## config.mk

```make
export PLATFORM = sky130hd
export DESIGN_NAME = psram_apb_qpi_ctrl
export DESIGN_NICKNAME = d
export VERILOG_FILES = /design/src/rtl/psram_apb_qpi_ctrl_pkg.sv /design/src/rtl/psram_apb_qpi_ctrl_shifter.sv /design/src/rtl/psram_apb_qpi_ctrl.sv
export SDC_FILE = /design/constraint.sdc
export NUM_CORES = 1
export LEC_CHECK = 0
export CAP_MARGIN = 20
export CORE_MARGIN = 2
export CORE_UTILIZATION = 49
export DETAILED_ROUTE_END_ITERATION = 10
export PLACE_DENSITY_LB_ADDON = 0.08
export SLEW_MARGIN = 5
export SYNTH_ARGS = -nofsm -noshare
export SYNTH_HDL_FRONTEND = slang
export SYNTH_SLANG_ARGS = --single-unit
```

## constraint.sdc

```tcl
create_clock -name i_clock -period 2.05 [get_ports i_clock]
set_clock_uncertainty 0.15 [all_clocks]
set_input_delay 0.3075 -clock i_clock [delete_from_list [all_inputs] [get_ports i_clock]]
set_output_delay 0.3075 -clock i_clock [all_outputs]
set_load 0.01 [all_outputs]
```

## src/rtl/psram_apb_qpi_ctrl_pkg.sv

```systemverilog
// rtl/psram_apb_qpi_ctrl_pkg.sv - shared opcodes, FSM states and strobe decode for the QPI PSRAM controller
package psram_apb_qpi_ctrl_pkg;

    localparam logic [7:0] CMD_WR_DEF    = 8'h38;
    localparam logic [7:0] CMD_RD_DEF    = 8'hEB;
    localparam int         DUMMY_CYC_DEF = 7;
    localparam int         ADDR_W        = 24;
    // Wide enough for the longest phase (8 sck periods).
    localparam int         CNT_W         = 4;

    typedef enum logic [2:0] {
        S_IDLE,
        S_CMD,
        S_ADDR,
        S_DUMMY,
        S_WDATA,
        S_RDATA,
        S_DONE
    } state_t;

    // ok: strobe is a contiguous non-zero run; lo: lowest set lane; n: lanes set.
    typedef struct packed {
        logic       ok;
        logic [1:0] lo;
        logic [2:0] n;
    } strb_info_t;

    function automatic strb_info_t decode_strb(input logic [3:0] s);
        strb_info_t r;
        r = '0;
        case (s)
            4'b0001: r = {1'b1, 2'd0, 3'd1};
            4'b0010: r = {1'b1, 2'd1, 3'd1};
            4'b0100: r = {1'b1, 2'd2, 3'd1};
            4'b1000: r = {1'b1, 2'd3, 3'd1};
            4'b0011: r = {1'b1, 2'd0, 3'd2};
            4'b0110: r = {1'b1, 2'd1, 3'd2};
            4'b1100: r = {1'b1, 2'd2, 3'd2};
            4'b0111: r = {1'b1, 2'd0, 3'd3};
            4'b1110: r = {1'b1, 2'd1, 3'd3};
            4'b1111: r = {1'b1, 2'd0, 3'd4};
            default: r = '0;
        endcase
        return r;
    endfunction

    // Bus words are little-endian while the wire order is first byte in the top bits.
    function automatic logic [31:0] bswap32(input logic [31:0] d);
        return {d[7:0], d[15:8], d[23:16], d[31:24]};
    endfunction

endpackage

```

## src/rtl/psram_apb_qpi_ctrl_shifter.sv

```systemverilog
// rtl/psram_apb_qpi_ctrl_shifter.sv - sck divider, phase period counter and shift-out/shift-in register
module psram_apb_qpi_ctrl_shifter
    import psram_apb_qpi_ctrl_pkg::*;
(
    input  logic             i_clk,
    input  logic             i_rst_n,
    input  logic             i_load,
    input  logic [31:0]      i_data,
    input  logic             i_wide,
    input  logic [CNT_W-1:0] i_count,
    input  logic [3:0]       i_din,
    output logic             o_sck,
    output logic [3:0]       o_dout,
    output logic [31:0]      o_rdata,
    output logic             o_last,
    output logic             o_idle
);

    logic             r_sck;
    logic [CNT_W-1:0] r_cnt;
    logic             r_wide;
    logic [31:0]      r_sr;
    logic [31:0]      r_rd;

    // A load always lands on a sck-low edge; after that each period is a LOW clock then a HIGH clock.
    always_ff @(posedge i_clk or negedge i_rst_n) begin
        if (!i_rst_n) begin
            r_sck  <= 1'b0;
            r_cnt  <= '0;
            r_wide <= 1'b0;
            r_sr   <= '0;
            r_rd   <= '0;
        end else if (i_load) begin
            r_sck  <= 1'b0;
            r_cnt  <= i_count;
            r_wide <= i_wide;
            r_sr   <= i_data;
        end else if (r_cnt != '0) begin
            if (!r_sck) begin
                r_sck <= 1'b1;
                r_rd  <= {r_rd[27:0], i_din};
            end else begin
                r_sck <= 1'b0;
                r_cnt <= r_cnt - 1'b1;
                r_sr  <= r_wide ? {r_sr[27:0], 4'h0} : {r_sr[30:0], 1'b0};
            end
        end
    end

    assign o_sck   = r_sck;
    assign o_dout  = r_wide ? r_sr[31:28] : {3'b000, r_sr[31]};
    assign o_rdata = r_rd;
    // HIGH clock of the final period: the next edge is the phase's closing low edge.
    assign o_last  = r_sck && (r_cnt == CNT_W'(1));
    assign o_idle  = (r_cnt == '0);

endmodule

```

## src/rtl/psram_apb_qpi_ctrl.sv

```systemverilog
// rtl/psram_apb_qpi_ctrl.sv - APB slave turning 32-bit accesses into QPI PSRAM transactions
module psram_apb_qpi_ctrl
    import psram_apb_qpi_ctrl_pkg::*;
#(
    parameter logic [7:0] CMD_WR    = CMD_WR_DEF,
    parameter logic [7:0] CMD_RD    = CMD_RD_DEF,
    parameter int         DUMMY_CYC = DUMMY_CYC_DEF
) (
    input  logic        i_clock,
    input  logic        i_reset_n,
    input  logic        i_psel,
    input  logic        i_penable,
    input  logic        i_pwrite,
    input  logic [31:0] i_paddr,
    input  logic [31:0] i_pwdata,
    input  logic [3:0]  i_pstrb,
    output logic        o_pready,
    output logic [31:0] o_prdata,
    output logic        o_pslverr,
    output logic        o_psram_sck,
    output logic        o_psram_ce_n,
    output logic [3:0]  o_psram_dio_o,
    output logic [3:0]  o_psram_dio_oe,
    input  logic [3:0]  i_psram_dio_i
);

    state_t             r_state;
    logic               r_write;
    logic               r_bad;
    logic [ADDR_W-1:0]  r_addr;
    logic [31:0]        r_wdata;
    logic [CNT_W-1:0]   r_wcnt;
    logic               r_ce_n;
    logic [3:0]         r_oe;
    logic               r_pready;
    logic               r_pslverr;
    logic [31:0]        r_prdata;

    strb_info_t         w_strb;
    logic               w_req;
    logic               w_bad_now;
    logic               w_load;
    logic [31:0]        w_ld_data;
    logic               w_ld_wide;
    logic [CNT_W-1:0]   w_ld_count;
    logic               w_last;
    logic               w_idle;
    logic [31:0]        w_rdata;
    logic               w_unused;

    assign w_strb    = decode_strb(i_pstrb);
    assign w_req     = i_psel && i_penable && !r_pready;
    assign w_bad_now = i_pwrite && !w_strb.ok;
    assign w_unused  = ^i_paddr[31:ADDR_W];

    // Phase loads happen on the same edge the FSM changes phase, so they are decoded combinationally.
    always_comb begin
        w_load     = 1'b0;
        w_ld_data  = '0;
        w_ld_wide  = 1'b0;
        w_ld_count = '0;
        case (r_state)
            S_IDLE: begin
                if (w_req && !w_bad_now) begin
                    w_load     = 1'b1;
                    w_ld_data  = {(i_pwrite ? CMD_WR : CMD_RD), 24'h0};
                    w_ld_count = CNT_W'(8);
                end
            end
            S_CMD: begin
                if (w_last) begin
                    w_load     = 1'b1;
                    w_ld_data  = {r_addr, 8'h00};
                    w_ld_wide  = 1'b1;
                    w_ld_count = CNT_W'(6);
                end
            end
            S_ADDR: begin
                if (w_last) begin
                    w_load     = 1'b1;
                    w_ld_wide  = 1'b1;
                    w_ld_data  = r_write ? r_wdata : 32'h0;
                    w_ld_count = r_write ? r_wcnt : CNT_W'(DUMMY_CYC);
                end
            end
            S_DUMMY: begin
                if (w_last) begin
                    w_load     = 1'b1;
                    w_ld_wide  = 1'b1;
                    w_ld_count = CNT_W'(8);
                end
            end
            S_WDATA, S_RDATA: begin
                // Closing low edge: park sck low with dio_o cleared.
                w_load = w_last;
            end
            default: ;
        endcase
    end

    // Transaction sequencer; ce_n, oe and the APB response are all registered here.
    always_ff @(posedge i_clock or negedge i_reset_n) begin
        if (!i_reset_n) begin
            r_state   <= S_IDLE;
            r_write   <= 1'b0;
            r_bad     <= 1'b0;
            r_addr    <= '0;
            r_wdata   <= '0;
            r_wcnt    <= '0;
            r_ce_n    <= 1'b1;
            r_oe      <= 4'b0000;
            r_pready  <= 1'b0;
            r_pslverr <= 1'b0;
            r_prdata  <= '0;
        end else begin
            case (r_state)
                S_IDLE: begin
                    if (w_req) begin
                        r_write <= i_pwrite;
                        if (w_bad_now) begin
                            r_bad   <= 1'b1;
                            r_state <= S_DONE;
                        end else begin
                            r_bad   <= 1'b0;
                            r_ce_n  <= 1'b0;
                            r_oe    <= 4'b0001;
                            r_addr  <= {i_paddr[ADDR_W-1:2], (i_pwrite ? w_strb.lo : 2'b00)};
                            r_wdata <= bswap32(i_pwdata >> {w_strb.lo, 3'b000});
                            r_wcnt  <= {w_strb.n, 1'b0};
                            r_state <= S_CMD;
                        end
                    end
                end
                S_CMD: begin
                    if (w_last) begin
                        r_oe    <= 4'b1111;
                        r_state <= S_ADDR;
                    end
                end
                S_ADDR: begin
                    if (w_last) begin
                        if (r_write) begin
                            r_state <= S_WDATA;
                        end else begin
                            r_oe    <= 4'b0000;
                            r_state <= S_DUMMY;
                        end
                    end
                end
                S_DUMMY: begin
                    if (w_last) begin
                        r_state <= S_RDATA;
                    end
                end
                S_WDATA, S_RDATA: begin
                    if (w_last) begin
                        r_oe <= 4'b0000;
                    end else if (w_idle) begin
                        r_ce_n  <= 1'b1;
                        r_state <= S_DONE;
                    end
                end
                S_DONE: begin
                    // First DONE clock keeps ce_n high before the pulse so the device always sees >=2 idle clocks.
                    if (!r_pready) begin
                        r_pready  <= 1'b1;
                        r_pslverr <= r_bad;
                        r_prdata  <= r_write ? 32'h0 : bswap32(w_rdata);
                    end else begin
                        r_pready  <= 1'b0;
                        r_pslverr <= 1'b0;
                        r_prdata  <= '0;
                        r_state   <= S_IDLE;
                    end
                end
                default: r_state <= S_IDLE;
            endcase
        end
    end

    psram_apb_qpi_ctrl_shifter u_shifter (
        .i_clk   (i_clock),
        .i_rst_n (i_reset_n),
        .i_load  (w_load),
        .i_data  (w_ld_data),
        .i_wide  (w_ld_wide),
        .i_count (w_ld_count),
        .i_din   (i_psram_dio_i),
        .o_sck   (o_psram_sck),
        .o_dout  (o_psram_dio_o),
        .o_rdata (w_rdata),
        .o_last  (w_last),
        .o_idle  (w_idle)
    );

    assign o_psram_ce_n   = r_ce_n;
    assign o_psram_dio_oe = r_oe;
    assign o_pready       = r_pready;
    assign o_pslverr      = r_pslverr;
    assign o_prdata       = r_prdata;

endmodule

```

# After elaboration in Yosys (flattened, before gate mapping)
# Memory sizes are Yosys's and may differ from the RTL's.
# Index checks and enable logic that the tools add are counted.
# Widths: inputs -> output; s select.
# word_totals
regBits	173
latch_bits	0
mem_bits_rw	0
romBits	96
input_bits	77
wordCells	118
n_memories	1
# memory_table
name	depth	word_bits	read_ports	rd_clocked_by_memory_dff	wr	line_no	source
(name not given)	16	6	1	0	0	psram_apb_qpi_ctrl_pkg.sv:31	case (s)
# classes
add_sub_neg	1
n_mul	0
div_mod_pow	0
n_lt_le_gt_ge	0
n_eq_ne	17
shifts	1
muxes	55
n_bitwise	3
n_reduce_logical	24
# op_table
op	count
$mux 32	10
$pmux 32 s3	1
$mux 4	14
$pmux 4 s4	2
$shr 32x5->32	1
$mux 3	10
$ne 2x2->1 const B	9
$pmux 3 s6	1
$reduce_and 7->1	2
$mux 1	13
$eq 3x3->1 const B	3
$mux 8	1
$reduce_bool 4->1	2
$eq 3x2->1 const B	2
$reduce_and 3->1	2
$reduce_bool 2->1	3
$logic_and 1x1->1	5
$reduce_and 5->1	1
$eq 4x1->1 const B	1
$logic_not 4->1	1
$reduce_and 2->1	2
$sub 4x1->4 const B	1
$eq 3x1->1 const B	1
$logic_not 1->1	3
8 further kinds	10

# Logic depth before layout (Yosys ltp)
# An unclocked memory read counts as a cell.
# depth
depth_word	9
mapped_depth	10
ltp_nobuf	7

# By module
# From an unflattened synthesis, not the netlist that was laid out.
# unflattened
cells_unflattened	860
area_unflattened_um2	8739.6
# by_module_without_submodules
module	n_inst	cells_each	area_each_um2	seq_area_each_um2
psram_apb_qpi_ctrl	1	543	5141.2	2528.7
psram_apb_qpi_ctrl_shifter	1	317	3598.5	1751.7

# Worst setup path after synthesis
# OpenSTA, ideal clock, no wires.
# synth_path
kind	input-to-reg
start	in i_pstrb[0]
end	reg u_shifter.r_rd[0], in the netlist u_shifter.o_rdata[0]
arrival_time_ns	1.981
required_time_ns	1.775
path_slack_ns	-0.205
path_stages	8
n_path_buf	1
cell_sequence	inv_1 -> ha_1 -> or2_2 -> a31oi_1 -> nand2_1 -> nand3b_2 -> buf_4 -> mux2_2
# synth_via
elab_chain_len	9
# synth_lines
element	line_no	source
start, declared	psram_apb_qpi_ctrl.sv:16	input logic [3:0] i_pstrb,
$mem_v2 16x6	n/a	
$logic_not 1->1	psram_apb_qpi_ctrl.sv:53	assign w_bad_now = i_pwrite && !w_strb.ok;
$logic_and 1x1->1	psram_apb_qpi_ctrl.sv:53	
$logic_not 1->1	psram_apb_qpi_ctrl.sv:64	if (w_req && !w_bad_now) begin
$logic_and 1x1->1	psram_apb_qpi_ctrl.sv:64	
$mux 1	psram_apb_qpi_ctrl.sv:64	
$pmux 1 s3	psram_apb_qpi_ctrl.sv:62	case (r_state)
$not 1->1 (no line)	n/a	
$reduce_and 3->1 (no line)	n/a	
end signal, assigned	psram_apb_qpi_ctrl_shifter.sv:41	r_rd <= {r_rd[27:0], i_din};
end, declared	psram_apb_qpi_ctrl_shifter.sv:23	logic [31:0] r_rd;
# Every way passes these cells.
# A chain may end at the register's enable or synchronous reset.

# Worst setup path after layout
# layout_path
start	reg u_shifter.r_cnt[0]
end	reg u_shifter.r_rd[14], in the netlist u_shifter.o_rdata[14]
# layout_via
elab_chain_len	6
elab_cells_between_ends	7
cone_classes	1 x eq/ne; 2 x mux; 1 x bitwise; 3 x reduce/logical
# layout_lines
element	line_no	source
start, declared	psram_apb_qpi_ctrl_shifter.sv:20	logic [CNT_W-1:0] r_cnt;
start signal, assigned	psram_apb_qpi_ctrl_shifter.sv:35	r_cnt <= i_count;
start signal, assigned	psram_apb_qpi_ctrl_shifter.sv:44	r_cnt <= r_cnt - 1'b1;
$eq 4x1->1	psram_apb_qpi_ctrl_shifter.sv:54	assign o_last = r_sck && (r_cnt == CNT_W'(1));
$logic_and 1x1->1	psram_apb_qpi_ctrl_shifter.sv:54	
$mux 1	psram_apb_qpi_ctrl.sv:71, psram_apb_qpi_ctrl.sv:79, psram_apb_qpi_ctrl.sv:87	
$pmux 1 s3	psram_apb_qpi_ctrl.sv:62	
$not 1->1 (no line)	n/a	
$reduce_and 3->1 (no line) (*)	n/a	
# Mark *: on every way between the ends. The rest lies on a longest branch, timed or not.

==> qor.csv <==
stage,metric,value,unit
yosys,post-synthesis sequential area ratio,51.8,%
critical_path,CP startpoint,u_shifter.r_cnt[0],
timing,post-layout min period,2.08,ns
yosys,"Warnings, synthesis",0,
grt,M3 GR Usage,3.85,%
status,status,"complete, but fails checks",
final_layout,Fillers,1206,
critical_path,worst reg2reg startpoint,u_shifter.r_cnt[0],
clock_network,CTS Buffer Depth,2,
timing,fmax,0.482,GHz
critical_path,RR Endpoint,u_shifter.o_rdata[14],
critical_path,Critical Path Sink Type,flip-flop,
placed_design,dpl cell area,10200,um2
timing,Final setup violation count,32,
yosys,Netlist cell types,59,
floorplanning,initial core utilization,50.0,%
timing,RSZ-0062 raised after global routing,true,
floorplanning,IO Count,121,
grt,gr usage total,25.6,%
yosys,number of synthesized register bits,171,
critical_path,CP required,2.22,ns
clock_network,Worst-Skew Late Latency,0.44,ns
final_layout,share of cells above drive strength 1,26.8,%
yosys,top cell type by total area after synthesis,dfrtp_1,
placed_design,port bufs,110,
placed_design,hpwl dp,15200,um
clock_network,CTS tree,built,
clock_network,clock slew at reported path FFs,0.07,ns
route,DRT Pass-1 Iters,5,
critical_path,Worst Setup Start Kind,flip-flop,
clock_network,H-tree levels,4,
grt,GRT busiest layer,met2,
critical_path,kind of critical path,flip-flop to flip-flop,
yosys,post-synth top area share,51.5,%
yosys,Async SR Flop Fraction,100,%
final_layout,area delta synth->final,39.6,%
final_layout,design area,11500,um2
timing,Relative slew margins,59.8,%
clock_network,Sink Count,171,
final_layout,diode count,0,
route,DR WL/cell,19.5,um
yosys,synthesized cell area,8260,um2
route,Residual DRC,0,
yosys,"top cells by count, synth","dfrtp_1, nand2_1, mux2_2",
job,max_cap viols,0,
yosys,cell with the most instances after synthesis,dfrtp_1,
grt,vias in the first global route,6859,
placed_design,RePlAce Congestion,0.854,
floorplanning,DIE HEIGHT,134,um
yosys,synth top area cells,"dfrtp_1, mux2_2, mux2i_1",
final_layout,area of the multi-input gates,4070,um2
critical_path,CP max FO,13,
clock_network,number of CTS-inserted buffers,17,
critical_path,worst setup path end,u_shifter.o_rdata[14],
grt,grt met2 use,38.8,%
final_layout,net count of the finished layout,1036,
floorplanning,core box area,16500,um2
floorplanning,Die Footprint,17900,um2
pwr,maximum vdd drop,0.000815,V
timing,"Slew Viols, Final",0,
floorplanning,Die X,134,um
floorplanning,Row Count,47,
yosys,ys flop type,dfrtp_1,
pwr,Pwr per Cell Area,1480,nW/um2
final_layout,"non-filler cells, final",1184,
route,Vias,6875,
grt,largest net degree at the start of global routing,55,
timing,Final Worst Setup Slack,-0.0267,ns
timing,period utilization,101,%
route,via/cell ratio,5.81,
worst_hold_path,Hold Crit Class,primary input to asynchronous set/reset pin,
placed_design,placed cell count,1124,
pwr,Leak,5.11,nW
yosys,"Net Count, Synth",860,
timing,actual slew at the worst max-slew pin,0.597,ns
yosys,Synth Instances,775,
yosys,count of flip-flops with a built-in enable after synthesis,0,
critical_path,flop2flop setup slack,-0.03,ns
route,initial drt markers,445,
route,antenna-violating nets left,0,
critical_path,R2R cell count,6,
status,violated checks,negative setup slack,
critical_path,worst endpoint data arrival time,2.25,ns
yosys,Mean Syn Cell Area,10.7,um2
timing,final hold viol count,0,
placed_design,pre-CTS WS,-0.601,ns
clock_network,Root Buffer,clkbuf_16,
final_layout,Register Area,4280,um2
grt,met1 Usage GRT,38.3,%
route,"wirelength, routed",23100,um
grt,initial antenna violation count,0,
grt,total gr overflow,0,
grt,first-pass GRT wire length,36100,um
-- cell usage in the layout, fill, tap and decap left out, types with 21 or more instances in the layout --
| master | instances |
|---|---|
| a21oi_1 | 31 |
| a22o_1 | 35 |
| a22oi_1 | 23 |
| buf_4 | 71 |
| clkbuf_16 | 21 |
| clkdlybuf4s50_1 | 102 |
| dfrtp_1 | 169 |
| mux2_2 | 21 |
| mux2_4 | 33 |
| mux2i_1 | 45 |
| nand2_1 | 110 |
| nor2_1 | 48 |
| o21ai_0 | 27 |
| o22a_1 | 23 |
-- final cells by class --
type                    instances  share of cell area [%]
well taps                     220                    2.39
multi-input cells             531                    35.3
inverters                      11                   0.358
repair buffers                219                    19.7
clock inverters                15                    1.49
flip-flops and latches        171                    37.1
clock buffers                  17                    3.69
-- metrics by stage --
stage / util, % / hold WS [ns] / setup TNS, ns / power (mW)
final: 69.8 / 0.230 / -0.338 / 17.0
after global placement: 61.5 / 0.127 / -58.07 / 12.0
after CTS: 66.3 / 0.235 / 0 / 15.7
after floorplan: - / -0.138 / 0 / 9.83
after detailed placement: 61.5 / 0.133 / -62.04 / 12.3
after global routing: 69.8 / 0.256 / -3.82 / 18.0
-- critical path, stage by stage, from the launching register on --
cell	delay, ns
dfrtp_1	0.43
inv_2	0.10
ha_4	0.13
or3b_4	0.45
nand3b_4	0.20
buf_12	0.19
mux2_4	0.31
-- logic make-up (layout without fill, tap and decap cells) --
logic type,after synthesis,in the layout,share of synthesized area [%]
multiplexers,103,103,13.3
AO/OA/AOI/OAI,199,199,17.5
flip-flops,171,171,51.8
AND/OR/NAND/NOR,220,220,11.9
XOR/XNOR,1,1,0.106
buffers and inverters,73,262,4.15
adder cells (fa/ha/maj),8,8,1.21
-- worst min-delay path by stage --
stage | startpoint | end | depth (start not counted) | slack [ns]
after floorplan | i_reset_n | o_prdata[0] | 0 | -0.14
after global placement | i_reset_n | u_shifter.r_sr[5] | 1 | 0.13
after detailed placement | i_reset_n | u_shifter.r_sr[4] | 1 | 0.13
after CTS | i_paddr[23] | r_addr[23] | 3 | 0.23
after global routing | i_paddr[10] | r_addr[10] | 3 | 0.26
final | i_reset_n | u_shifter.r_sr[4] | 2 | 0.23
-- per-layer routing --
| metal | routed length [um] | part of all wire [%] | vias up |
|---|---|---|---|
| met2 | 11000 | 47 | 237 |
| li1 | - | - | 3145 |
| met3 | 1060 | 4.6 | 29 |
| met5 | 0 | 0 | - |
| met1 | 10800 | 47 | 3464 |
| met4 | 290 | 1.3 | 0 |
-- registers in the layout, indices dropped and copies added, names as in the netlist --
signal             count
r_state                3
r_wdata               32
o_psram_ce_n           1
o_prdata              32
u_shifter.o_rdata     32
r_write                1
u_shifter.o_sck        1
o_pslverr              1
u_shifter.r_sr        32
r_bad                  1
u_shifter.r_cnt        4
o_psram_dio_oe         2
o_pready               1
r_wcnt                 3
u_shifter.r_wide       1
r_addr                24
-- report_power, final --
part	total (mW)	switching, mW	internal [mW]
Sequential	6.13	1.18	4.95
Combinational	7.67	3.36	4.31
Clock	3.24	1.59	1.65
Total	17.0	6.13	10.9
-- timing repair --
item | 4_1_cts | 5_1_grt
cloned | 1 | 7
pin swaps | 6 | 8
setup endpoints to repair | 86 | 123
gates resized for setup | 34 | 84
buffers inserted | 9 | 10
hold endpoints to repair | 43 | 0
hold buffers | 1 | 0
No activity file was read; power rests on OpenSTA's default activity.
